`src/rtl/unlock_sequencer_pkg.sv`:
```
// Shared definitions for the door-actuation stage: state codes and default timing constants.
package unlock_sequencer_pkg;

  typedef enum logic [1:0] {
    ST_LOCKED  = 2'd0,
    ST_OPEN    = 2'd1,
    ST_LOCKOUT = 2'd2
  } state_e;

  localparam int DEF_OPEN_TICKS    = 5;
  localparam int DEF_LOCKOUT_TICKS = 30;
  localparam int DEF_MAX_FAILS     = 3;
  localparam int DEF_TW            = 8;
  localparam int DEF_FW            = 2;

endpackage

```
`src/rtl/unlock_sequencer_tick_timer.sv`:
```
// Loadable down-counter paced by the tick enable; parks at zero and flags the 1->0 tick.
module tick_timer #(
  parameter int TW = 8
) (
  input  logic          clk,
  input  logic          reset,
  input  logic          load,
  input  logic [TW-1:0] load_val,
  input  logic          tick,
  output logic [TW-1:0] cnt,
  output logic          expire
);

  logic [TW-1:0] r_cnt;

  always_ff @(posedge clk or posedge reset) begin
    if (reset) begin
      r_cnt <= '0;
    end else if (load) begin
      r_cnt <= load_val;
    end else if (tick && (r_cnt != '0)) begin
      r_cnt <= r_cnt - 1'b1;
    end
  end

  assign cnt    = r_cnt;
  assign expire = tick && (r_cnt == TW'(1));

endmodule

```
`src/rtl/unlock_sequencer.sv`:
```
// Door relay sequencer: timed open window, consecutive-failure count and timed lockout with alarm.
module unlock_sequencer
  import unlock_sequencer_pkg::*;
#(
  parameter int OPEN_TICKS    = DEF_OPEN_TICKS,
  parameter int LOCKOUT_TICKS = DEF_LOCKOUT_TICKS,
  parameter int MAX_FAILS     = DEF_MAX_FAILS,
  parameter int TW            = DEF_TW,
  parameter int FW            = DEF_FW
) (
  input  logic          clk,
  input  logic          reset,
  input  logic          tick,
  input  logic          unlock_pulse,
  input  logic          fail_pulse,
  input  logic          relock_pulse,
  output logic          door_open,
  output logic          alarm,
  output logic [FW-1:0] fail_cnt,
  output logic [TW-1:0] remaining
);

  localparam logic [TW-1:0] LD_OPEN    = TW'(OPEN_TICKS);
  localparam logic [TW-1:0] LD_LOCKOUT = TW'(LOCKOUT_TICKS);
  localparam logic [FW-1:0] FAIL_MAX   = FW'(MAX_FAILS);
  localparam logic [FW-1:0] FAIL_LAST  = FW'(MAX_FAILS - 1);

  state_e        r_state;
  state_e        w_state_nxt;
  logic [FW-1:0] r_fail_cnt;
  logic [FW-1:0] w_fail_nxt;
  logic          r_door_open;
  logic          r_alarm;
  logic          w_load;
  logic [TW-1:0] w_load_val;
  logic          w_tick_en;
  logic          w_expire;
  logic [TW-1:0] w_cnt;

  tick_timer #(
    .TW(TW)
  ) u_timer (
    .clk     (clk),
    .reset   (reset),
    .load    (w_load),
    .load_val(w_load_val),
    .tick    (w_tick_en),
    .cnt     (w_cnt),
    .expire  (w_expire)
  );

  always_comb begin
    w_state_nxt = r_state;
    w_fail_nxt  = r_fail_cnt;
    w_load      = 1'b0;
    w_load_val  = '0;
    w_tick_en   = 1'b0;
    case (r_state)
      ST_LOCKED: begin
        if (unlock_pulse) begin
          w_state_nxt = ST_OPEN;
          w_load      = 1'b1;
          w_load_val  = LD_OPEN;
          w_fail_nxt  = '0;
        end else if (fail_pulse) begin
          if (r_fail_cnt >= FAIL_LAST) begin
            w_state_nxt = ST_LOCKOUT;
            w_load      = 1'b1;
            w_load_val  = LD_LOCKOUT;
            w_fail_nxt  = FAIL_MAX;
          end else begin
            w_fail_nxt = r_fail_cnt + 1'b1;
          end
        end
      end
      ST_OPEN: begin
        // Load beats tick inside the timer, so tick can be forwarded unconditionally.
        w_tick_en = tick;
        if (relock_pulse) begin
          w_state_nxt = ST_LOCKED;
          w_load      = 1'b1;
          w_load_val  = '0;
        end else if (unlock_pulse) begin
          w_load     = 1'b1;
          w_load_val = LD_OPEN;
        end else if (w_expire) begin
          w_state_nxt = ST_LOCKED;
        end
      end
      ST_LOCKOUT: begin
        w_tick_en = tick;
        if (w_expire) begin
          w_state_nxt = ST_LOCKED;
          w_fail_nxt  = '0;
        end
      end
      default: begin
        w_state_nxt = ST_LOCKED;
        w_load      = 1'b1;
        w_load_val  = '0;
        w_fail_nxt  = '0;
      end
    endcase
  end

  always_ff @(posedge clk or posedge reset) begin
    if (reset) begin
      r_state     <= ST_LOCKED;
      r_fail_cnt  <= '0;
      r_door_open <= 1'b0;
      r_alarm     <= 1'b0;
    end else begin
      r_state     <= w_state_nxt;
      r_fail_cnt  <= w_fail_nxt;
      r_door_open <= (w_state_nxt == ST_OPEN);
      r_alarm     <= (w_state_nxt == ST_LOCKOUT);
    end
  end

  assign door_open = r_door_open;
  assign alarm     = r_alarm;
  assign fail_cnt  = r_fail_cnt;
  assign remaining = w_cnt;

endmodule

```
`config.mk`:
```
export PLATFORM = sky130hd
export DESIGN_NAME = unlock_sequencer
export DESIGN_NICKNAME = d
export VERILOG_FILES = /design/src/rtl/unlock_sequencer_pkg.sv /design/src/rtl/unlock_sequencer_tick_timer.sv /design/src/rtl/unlock_sequencer.sv
export SDC_FILE = /design/constraint.sdc
export NUM_CORES = 1
export LEC_CHECK = 0
export CAP_MARGIN = 20
export CORE_MARGIN = 3
export CORE_UTILIZATION = 55
export DETAILED_ROUTE_END_ITERATION = 7
export PLACE_DENSITY = 0.83
export REMOVE_ABC_BUFFERS = 1
export SYNTH_ARGS = -nofsm -noshare
export SYNTH_HDL_FRONTEND = slang
export SYNTH_HIERARCHICAL = 1
export SYNTH_SLANG_ARGS = --single-unit
```
`constraint.sdc`:
```
create_clock -name clk -period 3.6 [get_ports clk]
set_clock_uncertainty 0.15 [all_clocks]
set_input_delay 0.72 -clock clk [delete_from_list [all_inputs] [get_ports clk]]
set_output_delay 0.72 -clock clk [all_outputs]
set_load 0.03 [all_outputs]
```
==> results.txt, run 1 <==
The flow ran to the end, and the final reports show no timing, DRC or antenna violations. The core footprint came out at 1610 µm². For this design, the CTS-stage hold fixing added 0 buffers.

Among all stages on the critical path, the largest delay is contributed by or4_1. The commonest cells after synthesis are 14 x dfrtp_1, 10 x inv_1, 9 x nand2_1, 8 x a21oi_1, 8 x nor2_1. The critical path goes through clkdlybuf4s50_1, nand2_1, nor2_1, a2111oi_0, a21oi_1, buf_4, or4_1, nand3_1. The number of buffers inserted during clock tree synthesis is 3.

The worst setup timing slack at the placement stage is 0.558 ns. Setup repair after global routing left no endpoint under its margin. The count of final hold-check violations came out at 0.

The storage element area came out at 350 µm². The critical path launch point type is an input pin. The net switching share of the total power came out at 48.2%. The switching component of the power came out at 504 µW.

The count of unresolved DRC violations after routing came out at 0. The buffer levels on the longest clock path is 2. The number of slew-limit violations in the final report was 0. TritonCTS built the clock tree. On the worst path, the slowest cell contributes a delay of 0.51 ns. The area added between synthesis and finish came out at 24.5%. The critical path in this run is classified as in2reg. For the worst setup path, the data arrival time is 2.93 ns.

The total setup buffers inserted after CTS came out at 0. The proportion of register bits with asynchronous set or reset after synthesis came out at 100%. Synthesis inferred 14 register bits. The final total negative setup slack is 0 ns.

The total global-route track usage came out at 22.9%. dfrtp_1 is the most common cell in the netlist. The layout has 123 filler cells.

Row generation in the floorplan step produced 14 rows. The count of warnings emitted by yosys is 6. The number of unique standard cell types used by synthesis came out at 43.

The sequential power share came out at 30.9%. The floorplan step set the die width to 48.8 µm. The final critical path takes up 79.5% of the cycle. The final period demand of the worst path came out at 2.86 ns. The wire length per cell after detailed routing came out at 14.9 µm. For the pin with the worst max-slew slack, the measured transition is 0.659 ns.

During placement, the flow inserted port buffers numbering 17. The insertion delay to the later sink of the worst-skew pair came out at 0.28 ns. Summed over all instances, the cell type with the most area after synthesis is dfrtp_1. The number of gates given a new drive strength after cts is 0. After synthesis the cells add up to 1010 µm². Once layout is complete, the utilization of the core stands at 77.8%.

The initial antenna violation count came out at 0. In this run the clock root is driven by a clkbuf_4. The finished cells cover 1250 µm². The largest net degree at the start of global routing is 10. In this run the tightest slew margin relative to its limit is 56.0%. Setup slack on the critical path of the routed design comes to 0.738 ns. IR analysis of the VDD net gives a maximum drop of 0.541 mV. The number of enable flip-flop cells after synthesis is 0. The number of sinks driven by the clock tree is 14. The number of diodes is 0.

The wire length of the first global-routing pass is 4280 µm. The main flop type after synthesis is dfrtp_1. The type of destination of the critical path is a flip-flop. The initial utilization of the core area, before any placement, comes to 62.5%.

The count of endpoints failing setup in the final report is 0. In this run the worst path has a maximum fanout of 9. The detailed router's first-iteration violation count is 23. The cell-internal power came out at 542 µW. The reported max-cap violation count came out at 0.

The via count of the first global-routing pass came out at 950. The total power density per cell area is 835 nW/µm². The routed via count divided by cell count came out at 5.84. The synthesized netlist cell count is 115.

The cell family with the largest share of critical-path delay is simple AND/OR/NAND/NOR gates. The worst min-delay path class is reg2reg. The number of buffers and inverters on the critical path came out at 2.

The top-area cell type share of the netlist area came out at 34.8%. The data required time of the critical path is 3.67 ns. The via count of the routed design came out at 941. The share of power burned in combinational logic came out at 58.1%.

The area of combinational cells with multiple inputs came out at 611 µm². The sequential fraction of the synthesis area is 34.8%. Summing all placed instances gives a cell area of 1220 µm². The final weighted congestion in routability-driven placement is 0.840.

Summed over all layers, the routed wires come to 2400 µm. The total half-perimeter wirelength after legalization and detailed placement came out at 1790 µm. The clock transition at the registers of the reported paths is 0.09 ns. The die is 48.8 µm tall. The global-route congestion overflow total came out at 0. By area the synthesized netlist is led by dfrtp_1 35%, ha_1 8.7%, a21oi_1 4.0%, inv_1 3.7%, nand2_1 3.4%. Derived from the worst setup path, the maximum achievable clock frequency is 349 MHz. The first-pass detailed-route iteration total came out at 4. In this run the remaining antenna-violating nets after routing total 0. In this run the static leakage power is 0.538 nW.

The count of pins on the block boundary is 18. At the end of the flow, the number of nets in the layout was 151. The share of post-route cells with drive strength above 1 is 8.76%. Dividing the synthesized area by the synthesized cell count gives 8.76 µm². The clock share of power is 11.0%. The area of the die came out at 2380 µm². The H-tree depth is 1.
[power groups by stage]
stage / sequential, mW / combinational [mW] / clock [mW]
finish: 0.323 / 0.608 / 0.115
global route: 0.340 / 0.668 / 0.128
CTS: 0.323 / 0.606 / 0.118
detailed placement: 0.326 / 0.604 / 0
global placement: 0.324 / 0.588 / 0
floorplan: 0.414 / 0.297 / 0
[worst register-to-register path, cell delays in order (launching register included)]
cell	delay, ns
dfrtp_1	0.46
inv_1	0.11
ha_1	0.20
nor2_1	0.06
a2111oi_0	0.42
a21oi_1	0.25
buf_4	0.25
or4_1	0.51
nand3_1	0.10
[sequential cells by signal, summed over array words and instances (netlist names)]
register	cells
r_state	2
u_timer/cnt	8
fail_cnt	2
door_open	1
alarm	1
[area by class of cell]
type	count	share of cell area [%]
inverter	11	3.29
tap	24	2.40
clock buffer	4	2.89
sequential	14	27.9
multi-input combinational	89	48.7
timing repair buffer	19	14.8
[cell usage in the layout (no fill, tap or decap), types with 2 or more instances in the layout]
cell type        count
and3_1               2
nor2_1               8
nor4b_1              2
ha_1                 7
nor3_1               2
clkbuf_4             3
o21ai_1              2
dfrtp_1             14
o21ai_0              2
nor4_1               2
a21o_1               2
or3_1                3
o311a_1              2
clkdlybuf4s50_1     17
a31oi_1              3
or2b_1               2
a21oi_1              8
o211ai_1             3
a2bb2oi_1            2
buf_4                2
nand3_1              3
inv_1               10
nand2b_1             2
conb_1               3
o21a_1               3
nand2_1              9
[layer usage]
metal  track usage [%]  share of wire [%]  up-vias
met4              9.00               0.50        0
met1              25.6                 41      448
met5                 0                  0        -
met3              3.36                5.1        2
met2              43.0                 54       23
li1                  -                  -      468
[stage by stage]
| step | std cells | hold slack, ns | power [mW] |
|---|---|---|---|
| after CTS | 161 | 0.458 | 1.05 |
| final | 161 | 0.451 | 1.05 |
| after floorplan | 114 | 0.361 | 0.711 |
| after global routing | 161 | 0.509 | 1.14 |
| after global placement | 157 | 0.424 | 0.913 |
| after detailed placement | 157 | 0.435 | 0.930 |
[logic make-up (layout without fill, tap and decap cells)]
kind of cell,Yosys count,count (layout),synth area share [%]
AND/OR/NAND/NOR,44,44,25.7
other,1,3,0.372
buffers and inverters,14,34,5.34
flip-flops,14,14,34.8
adder cells (fa/ha/maj),7,7,8.70
AO/OA/AOI/OAI,35,35,25.1
[worst paths after layout]
check                                             endpoint               startpoint  depth (start not counted)  slack (ns)
max in group asynchronous       u_timer/cnt[6]$_DFFE_PP0P_                    reset                          2        2.47
worst min register to register     fail_cnt[0]$_DFFE_PP0P_  fail_cnt[0]$_DFFE_PP0P_                          2        0.45
worst min-delay path               fail_cnt[0]$_DFFE_PP0P_  fail_cnt[0]$_DFFE_PP0P_                          2        0.45
worst max-delay path            u_timer/cnt[0]$_DFFE_PP0P_               fail_pulse                          8        0.74
worst max register to register  u_timer/cnt[0]$_DFFE_PP0P_     r_state[1]$_DFF_PP0_                          8        1.04
min in group asynchronous              door_open$_DFF_PP0_                    reset                          2        0.54
Note: power is estimated with default switching activity, not from simulation.
==> run 2, diff against run 1 <==
Settings changed: CORE_UTILIZATION 55 to 51, PLACE_DENSITY 0.83 to 0.78.
Clock period 3.6 ns to 2.75 ns, I/O delays scaled along.
==> run 2 against run 1 <==
  * Global-route usage is 0.70 points higher
  * Sequential cell count stayed put
  * Sequential share of layout area is 0.52 points lower
  * Clock power is 34% higher
  * Via count is 4.5% higher
  * Total power is 34% higher
==> results.txt, run 2 (synthesis results as in run 1) <==
The run finished with clean final reports. The share of post-route cells with drive strength above 1 came out at 10.7% (+2.0 points). The most common cell after layout, fill and taps aside is clkdlybuf4s50_1. The count of pins on the block boundary is 18 (unchanged).

The path class of the tightest hold or removal check is in2async. The initial antenna violation count is 0 (unchanged). The slack of the worst reg-to-reg path is 0.31 ns (-0.73 ns). The maximum fanout count along the critical path is 7 (-2).

The highest achievable clock rate came out at 407 MHz. The number of sinks driven by the clock tree came to 14 (unchanged). The worst ir drop on vdd came out at 0.750 mV (+39%). The buffer levels on the longest clock path came out at 2 (unchanged). The routed wire length is 2550 µm (+6.2%). The total of hold buffers inserted after clock tree synthesis came out at 0 (unchanged). Setup repair after global routing left no endpoint under its margin. The post-route antenna net violation count came out at 0 (unchanged).

The worst hold slack came out at 0.366 ns (-0.0853 ns). The final weighted congestion in routability-driven placement is 0.888 (+5.6%). The final design instance area without fill came out at 1280 µm² (+1.9%). The H-tree depth was 1 (unchanged). The height of the chip is 50.4 µm (+3.4%). The arrival time at the worst endpoint is 2.53 ns (-0.40 ns). The reported max-cap violation count is 0 (unchanged).

The number of diodes came to 0 (unchanged). The transition time at the pin with the least slew margin is 0.509 ns (-0.151 ns). In this run the worst setup path terminates at u_timer/cnt[0]$_DFFE_PP0P_.

The number of gates given a new drive strength after cts is 0 (unchanged). The via count of the routed design is 983 (+4.5%). The startpoint of the worst-slack reg-to-reg timing path is u_timer/cnt[0]$_DFFE_PP0P_. The worst setup path is captured at a flip-flop. The total global-route track usage came to 23.6% (+0.70 points). The width of the die came to 50.4 µm (+3.4%). The count of unresolved DRC violations after routing is 0 (unchanged). The number of flip-flops in the largest register came to 8 (unchanged). The via count of the first global-routing pass is 963 (+1.4%).

The global-route congestion overflow total came to 0 (unchanged). The detailed router's first-iteration violation count is 48 (+110%). The initial core utilization came out at 55.9% (-6.6 points). The standard cell area after detailed placement came out at 1240 µm² (+2.0%). Of the available clock period, the critical path in the final layout requires 89.3%. The core footprint was 1800 µm² (+12%). The number of slew-limit violations in the final report was 0 (unchanged). Clock tree synthesis selected as its root buffer the cell clkbuf_4. The number of core rows was 15 (+1). The leakage power of the design was 0.552 nW (+2.7%). The final net count came out at 154 (+2.0%). The port buffer count came out at 17 (unchanged). The critical setup path kind is in2reg.

The number of buffers inserted during clock tree synthesis was 3 (unchanged). TritonCTS built the clock tree. The critical path startpoint is fail_pulse. The wire length per cell after detailed routing is 15.4 µm (+3.6%).

The insertion delay to the later sink of the worst-skew pair came to 0.29 ns (about the same). The total half-perimeter wirelength after legalization and detailed placement came out at 1960 µm (+9.8%). The routed via count divided by cell count is 5.96 (+1.9%). The count of final hold-check violations is 0 (unchanged). The final total negative setup slack is 0 ns (unchanged). The area of the die is 2540 µm² (+6.9%). The count of cells along the worst register-to-register path is 5 (-3). The first-pass detailed-route iteration total is 4 (unchanged). The worst setup timing slack at the placement stage came out at 0.0968 ns (-0.461 ns).

The total power density per cell area came to 1100 nW/µm² (+31%). The final period demand of the worst path came out at 2.45 ns. The worst reg2reg path endpoint is u_timer/cnt[5]$_DFFE_PP0P_. The total setup buffers inserted after CTS came out at 0 (unchanged). The data required time of the critical path came out at 2.83 ns (-0.84 ns). The worst max-slew margin expressed relative to the limit came out at 65.2% (+9.2 points).

The final worst setup slack is 0.296 ns (-0.442 ns). The top cell types in the final layout, fill and taps aside, are 17 x clkdlybuf4s50_1, 14 x dfrtp_1, 10 x inv_1. The largest net degree at the start of global routing was 10 (unchanged).

The count of endpoints failing setup in the final report came out at 0 (unchanged). The worst setup path is launched from an input pin. The wire length of the first global-routing pass is 4440 µm (+3.5%). The total power draw is 1.40 mW (+34%). The area added between synthesis and finish came out at 26.8%. The clock transition at the registers of the reported paths came out at 0.09 ns (about the same).
run 2: worst min-delay path by stage:
stage | from | end | slack, ns | cells past startpoint
6_report | reset | fail_cnt[1]$_DFFE_PP0P_ | 0.37 | 2
5_1_grt | reset | fail_cnt[1]$_DFFE_PP0P_ | 0.38 | 2
4_1_cts | reset | fail_cnt[1]$_DFFE_PP0P_ | 0.37 | 2
3_5_place_dp | fail_cnt[0]$_DFFE_PP0P_ | fail_cnt[0]$_DFFE_PP0P_ | 0.44 | 2
3_3_place_gp | fail_cnt[0]$_DFFE_PP0P_ | fail_cnt[0]$_DFFE_PP0P_ | 0.43 | 2
2_1_floorplan | reset | alarm$_DFF_PP0_ | 0.19 | 1
run 2: report_power, final:
| part | switching [mW] | internal (mW) |
|---|---|---|
| Combinational | 0.467 | 0.355 |
| Clock | 0.0731 | 0.0807 |
| Sequential | 0.137 | 0.288 |
| Total | 0.678 | 0.724 |
run 2: area by class of cell:
type | count | area (µm²)
Clock buffer | 4 | 36.3
Fill cell | 155 | 524
Inverter | 11 | 41.3
Multi-Input combinational cell | 89 | 611
Sequential cell | 14 | 350
Tap cell | 25 | 31.3
Timing Repair Buffer | 22 | 208
run 2: metrics by stage:
stage | utilization [%] | instances
global placement | 68.9 | 161
global route | 70.9 | 165
floorplan | - | 114
finish | 70.9 | 165
CTS | 70.9 | 165
detailed placement | 68.9 | 161
run 2: per-layer routing:
metal  up-vias  global-route usage [%]  wire (µm)
met4         0                    9.87         44
met3         6                    3.56        132
met2        38                    35.4       1200
met5         -                       0          0
met1       470                    33.6       1170
li1        469                       -          -
run 2: worst max-delay path, cell delays in order:
cell and delay, ns:
clkdlybuf4s50_1 0.42, nand2_1 0.12, nor2_1 0.06, a2111oi_0 0.50, a21oi_1 0.23, or4_1 0.55, nand3_1 0.10
==> run 3, diff against run 2 <==
Settings changed: ABC_AREA from default to 1, CORE_UTILIZATION 51 to 52, PLACE_DENSITY 0.78 to 0.86, TNS_END_PERCENT from default to 1.
==> run 3 against run 2 <==
  * Non-clock buffer count shrank 4
  * Routed wire length shrank 5.3%
  * Synthesized cell count grew 33%
  * Highest routed layer unchanged
  * Cell area grew 3.4%
  * Maximum frequency grew 5.5%
  * First-iteration DRC count shrank 13%
  * Synthesized area grew 7.2%
  * Critical path depth grew 5
  * Via count grew 6.5%
  * Sequential power shrank 9.2%
  * Die area grew 4.5%
==> results.txt, run 3 <==
The clock share of power came out at 10.3% (-0.7 points). The slack of the worst reg-to-reg path is 0.42 ns (+0.11 ns). For this run, the leading register cell type out of synthesis is dfrtp_1. The count of unresolved DRC violations after routing is 0 (unchanged). The total global-route track usage is 21.0% (-2.6 points). The proportion of register bits with asynchronous set or reset after synthesis was 100% (unchanged).

The first-pass detailed-route iteration total is 4 (unchanged). The height of the chip is 51.6 µm (+2.2%). The global-route congestion overflow total is 0 (unchanged). The count of endpoints failing setup in the final report came out at 0 (unchanged).

The wire length of the first global-routing pass was 4180 µm (-5.7%). The worst hold slack came out at 0.335 ns (-0.0315 ns). The synthesized netlist cell count is 153 (+33%). By count the netlist is led by 41 x nand2_1, 21 x inv_1, 19 x nand3_1, 14 x dfrtp_1, 12 x nor2_1. In this run the worst hold path is classified as in2async. The number of gates given a new drive strength after cts is 0 (unchanged). The count of final hold-check violations came out at 0 (unchanged).

The core footprint came out at 1840 µm² (+2.1%). The number of buffers inserted during clock tree synthesis came to 3 (unchanged). The count of pins on the block boundary came out at 18 (unchanged).

By area the synthesized netlist is led by dfrtp_1 32%, nand2_1 14%, nand3_1 8.8%, ha_1 8.1%, inv_1 7.3%. Leaving out fill and tap cells, the most frequent cell in the layout is nand2_1. The maximum fanout count along the critical path came to 6 (-1). The top-area cell type share of the netlist area is 32.4% (-2.3 points). The width of the die was 51.6 µm (+2.2%). The H-tree depth is 1 (unchanged). The root buffer cell chosen for the clock tree is clkbuf_4. TritonCTS built the clock tree. Tracing the worst setup path back leads to its startpoint at r_state[0]$_DFF_PP0_.

The part of the cycle the worst path needs is 84.6% (-4.7 points). The number of flip-flops in the largest register came out at 8 (unchanged). The port buffer count is 17 (unchanged). The synthesized area came to 1080 µm² (+7.2%).

The count of non-filler cells in the finished layout is 200 (+21%). The number of sinks driven by the clock tree came to 14 (unchanged). The switching component of the power came to 778 µW (+15%). The net switching share of the total power came out at 51.8% (+3.4 points). The initial antenna violation count is 0 (unchanged). Relative to the synthesized area, the layout overhead comes to 22.4%. STA classifies the critical path endpoint as a flip-flop. The number of slew-limit violations in the final report is 0 (unchanged).

The detailed router's first-iteration violation count came to 42 (-13%). The initial core utilization is 58.7% (+2.8 points). The number of core rows came to 15 (unchanged).

The synthesized design spends more area on one cell type than any other, namely dfrtp_1. The count of warnings emitted by yosys is 6 (unchanged). The highest achievable clock rate is 430 MHz (+5.5%). The final net count is 189 (+23%). The sequential power share is 25.7% (-4.6 points). The number of unique standard cell types used by synthesis is 28 (-35%). The share of power burned in combinational logic is 64.0% (+5.3 points).

The area of the die came out at 2660 µm² (+4.5%). The number of enable flip-flop cells after synthesis was 0 (unchanged). The critical path is of the reg2reg type.

Among all cell types in the netlist, the one instantiated most often is nand2_1. The final period demand of the worst path is 2.33 ns (-0.128 ns). The via count of the first global-routing pass came out at 980 (+1.8%). The clock transition at the registers of the reported paths came out at 0.09 ns (about the same). The count of cells along the worst register-to-register path came out at 12 (+7). The mean cell area of the mapped netlist came out at 7.06 µm² (-19%). The post-route antenna net violation count came out at 0 (unchanged).

The final total negative setup slack is 0 ns (unchanged). The insertion delay to the later sink of the worst-skew pair came out at 0.28 ns (about the same). The worst reg2reg path endpoint is fail_cnt[1]$_DFFE_PP0P_. The data required time of the critical path is 2.82 ns (about the same). The cell-internal power is 724 µW (about the same).

The buffer levels on the longest clock path is 2 (unchanged). The worst register-to-register path begins at r_state[0]$_DFF_PP0_. The via count of the routed design was 1047 (+6.5%). The sequential fraction of the synthesis area came out at 32.4% (-2.3 points). The reported max-cap violation count came out at 0 (unchanged). The number of diodes is 0 (unchanged).

The arrival time at the worst endpoint came out at 2.39 ns (-0.14 ns). The leakage power of the design is 0.678 nW (+23%). The total setup buffers inserted after CTS is 0 (unchanged). The total of hold buffers inserted after clock tree synthesis is 0 (unchanged). Setup repair after global routing left no endpoint under its margin. The total power density per cell area came out at 1140 nW/µm² (+3.6%). The routed wire length is 2410 µm (-5.3%). The routed via count divided by cell count came to 5.24 (-12%).

The share of post-route cells with drive strength above 1 came out at 15.4% (+4.7 points). The flow ran to the end, and the final reports show no timing, DRC or antenna violations. The largest net degree at the start of global routing is 13 (+3). The wire length per cell after detailed routing came to 12.1 µm (-22%). The worst ir drop on vdd came out at 0.665 mV (-11%). In the layout the commonest cells are 41 x nand2_1, 21 x inv_1, 19 x nand3_1.

The final weighted congestion in routability-driven placement came out at 0.944 (+6.3%). The total half-perimeter wirelength after legalization and detailed placement is 1850 µm (-5.5%). The critical path launch point type is a flip-flop.

The placed instance count came out at 196 (+22%). The flop and latch count out of synthesis is 14 (unchanged).
-- run 3: critical path: stages, from the launching register on --
cell     delay (ns)
dfrtp_1        0.48
inv_1          0.10
ha_1           0.28
nand2_1        0.04
inv_1          0.13
nand3_1        0.09
nor4_1         0.35
inv_1          0.10
nand2_1        0.10
nand2_1        0.13
nor2_4         0.13
nand2_1        0.06
a21oi_2        0.12
-- run 3: layout make-up --
cell class,instances,area (µm²)
clock buffer,4,36.3
fill,154,518
inverter,23,86.3
multi-input combinational,116,639
sequential,14,350
tap,25,31.3
timing repair buffer,18,178
-- run 3: kinds of logic after synthesis --
group,Yosys count,synth area share (%)
flip-flops,14,32.4
AO/OA/AOI/OAI,13,7.53
AND/OR/NAND/NOR,91,40.9
adder cells (fa/ha/maj),7,8.11
other,1,0.347
buffers and inverters,25,9.04
XOR/XNOR,2,1.62
-- run 3: power by group through the flow --
| stage | Sequential, mW | Combinational [mW] | Clock (mW) |
|---|---|---|---|
| global placement | 0.386 | 0.922 | 0 |
| CTS | 0.386 | 0.955 | 0.158 |
| finish | 0.386 | 0.961 | 0.154 |
| global route | 0.400 | 1.05 | 0.166 |
| floorplan | 0.513 | 0.534 | 0 |
| detailed placement | 0.389 | 0.944 | 0 |
-- run 3: worst max-delay path by stage --
| stage | endpoint | slack (ns) | cells past startpoint |
|---|---|---|---|
| final | fail_cnt[1]$_DFFE_PP0P_ | 0.42 | 12 |
| after detailed placement | fail_cnt[1]$_DFFE_PP0P_ | 0.27 | 11 |
| after floorplan | u_timer/cnt[5]$_DFFE_PP0P_ | 0.46 | 8 |
| after global routing | fail_cnt[1]$_DFFE_PP0P_ | 0.15 | 12 |
| after CTS | fail_cnt[1]$_DFFE_PP0P_ | 0.43 | 12 |
| after global placement | fail_cnt[1]$_DFFE_PP0P_ | 0.27 | 11 |
-- run 3: per-layer routing --
metal | up-vias | track usage, % | wire length, µm
met5 | - | 0 | 0
met4 | 0 | 9.61 | 50
met3 | 10 | 4.58 | 141
met2 | 47 | 32.6 | 1090
met1 | 470 | 27.7 | 1130
li1 | 520 | - | -
-- run 3: metrics by stage --
step | setup WS [ns] | cell area (µm²) | power, mW | util (%)
after floorplan | 0.459 | 1080 | 1.05 | -
after global placement | 0.274 | 1280 | 1.31 | 69.9
after detailed placement | 0.274 | 1280 | 1.33 | 69.9
after CTS | 0.426 | 1320 | 1.50 | 71.8
after global routing | 0.148 | 1320 | 1.62 | 71.8
final | 0.424 | 1320 | 1.50 | 71.8
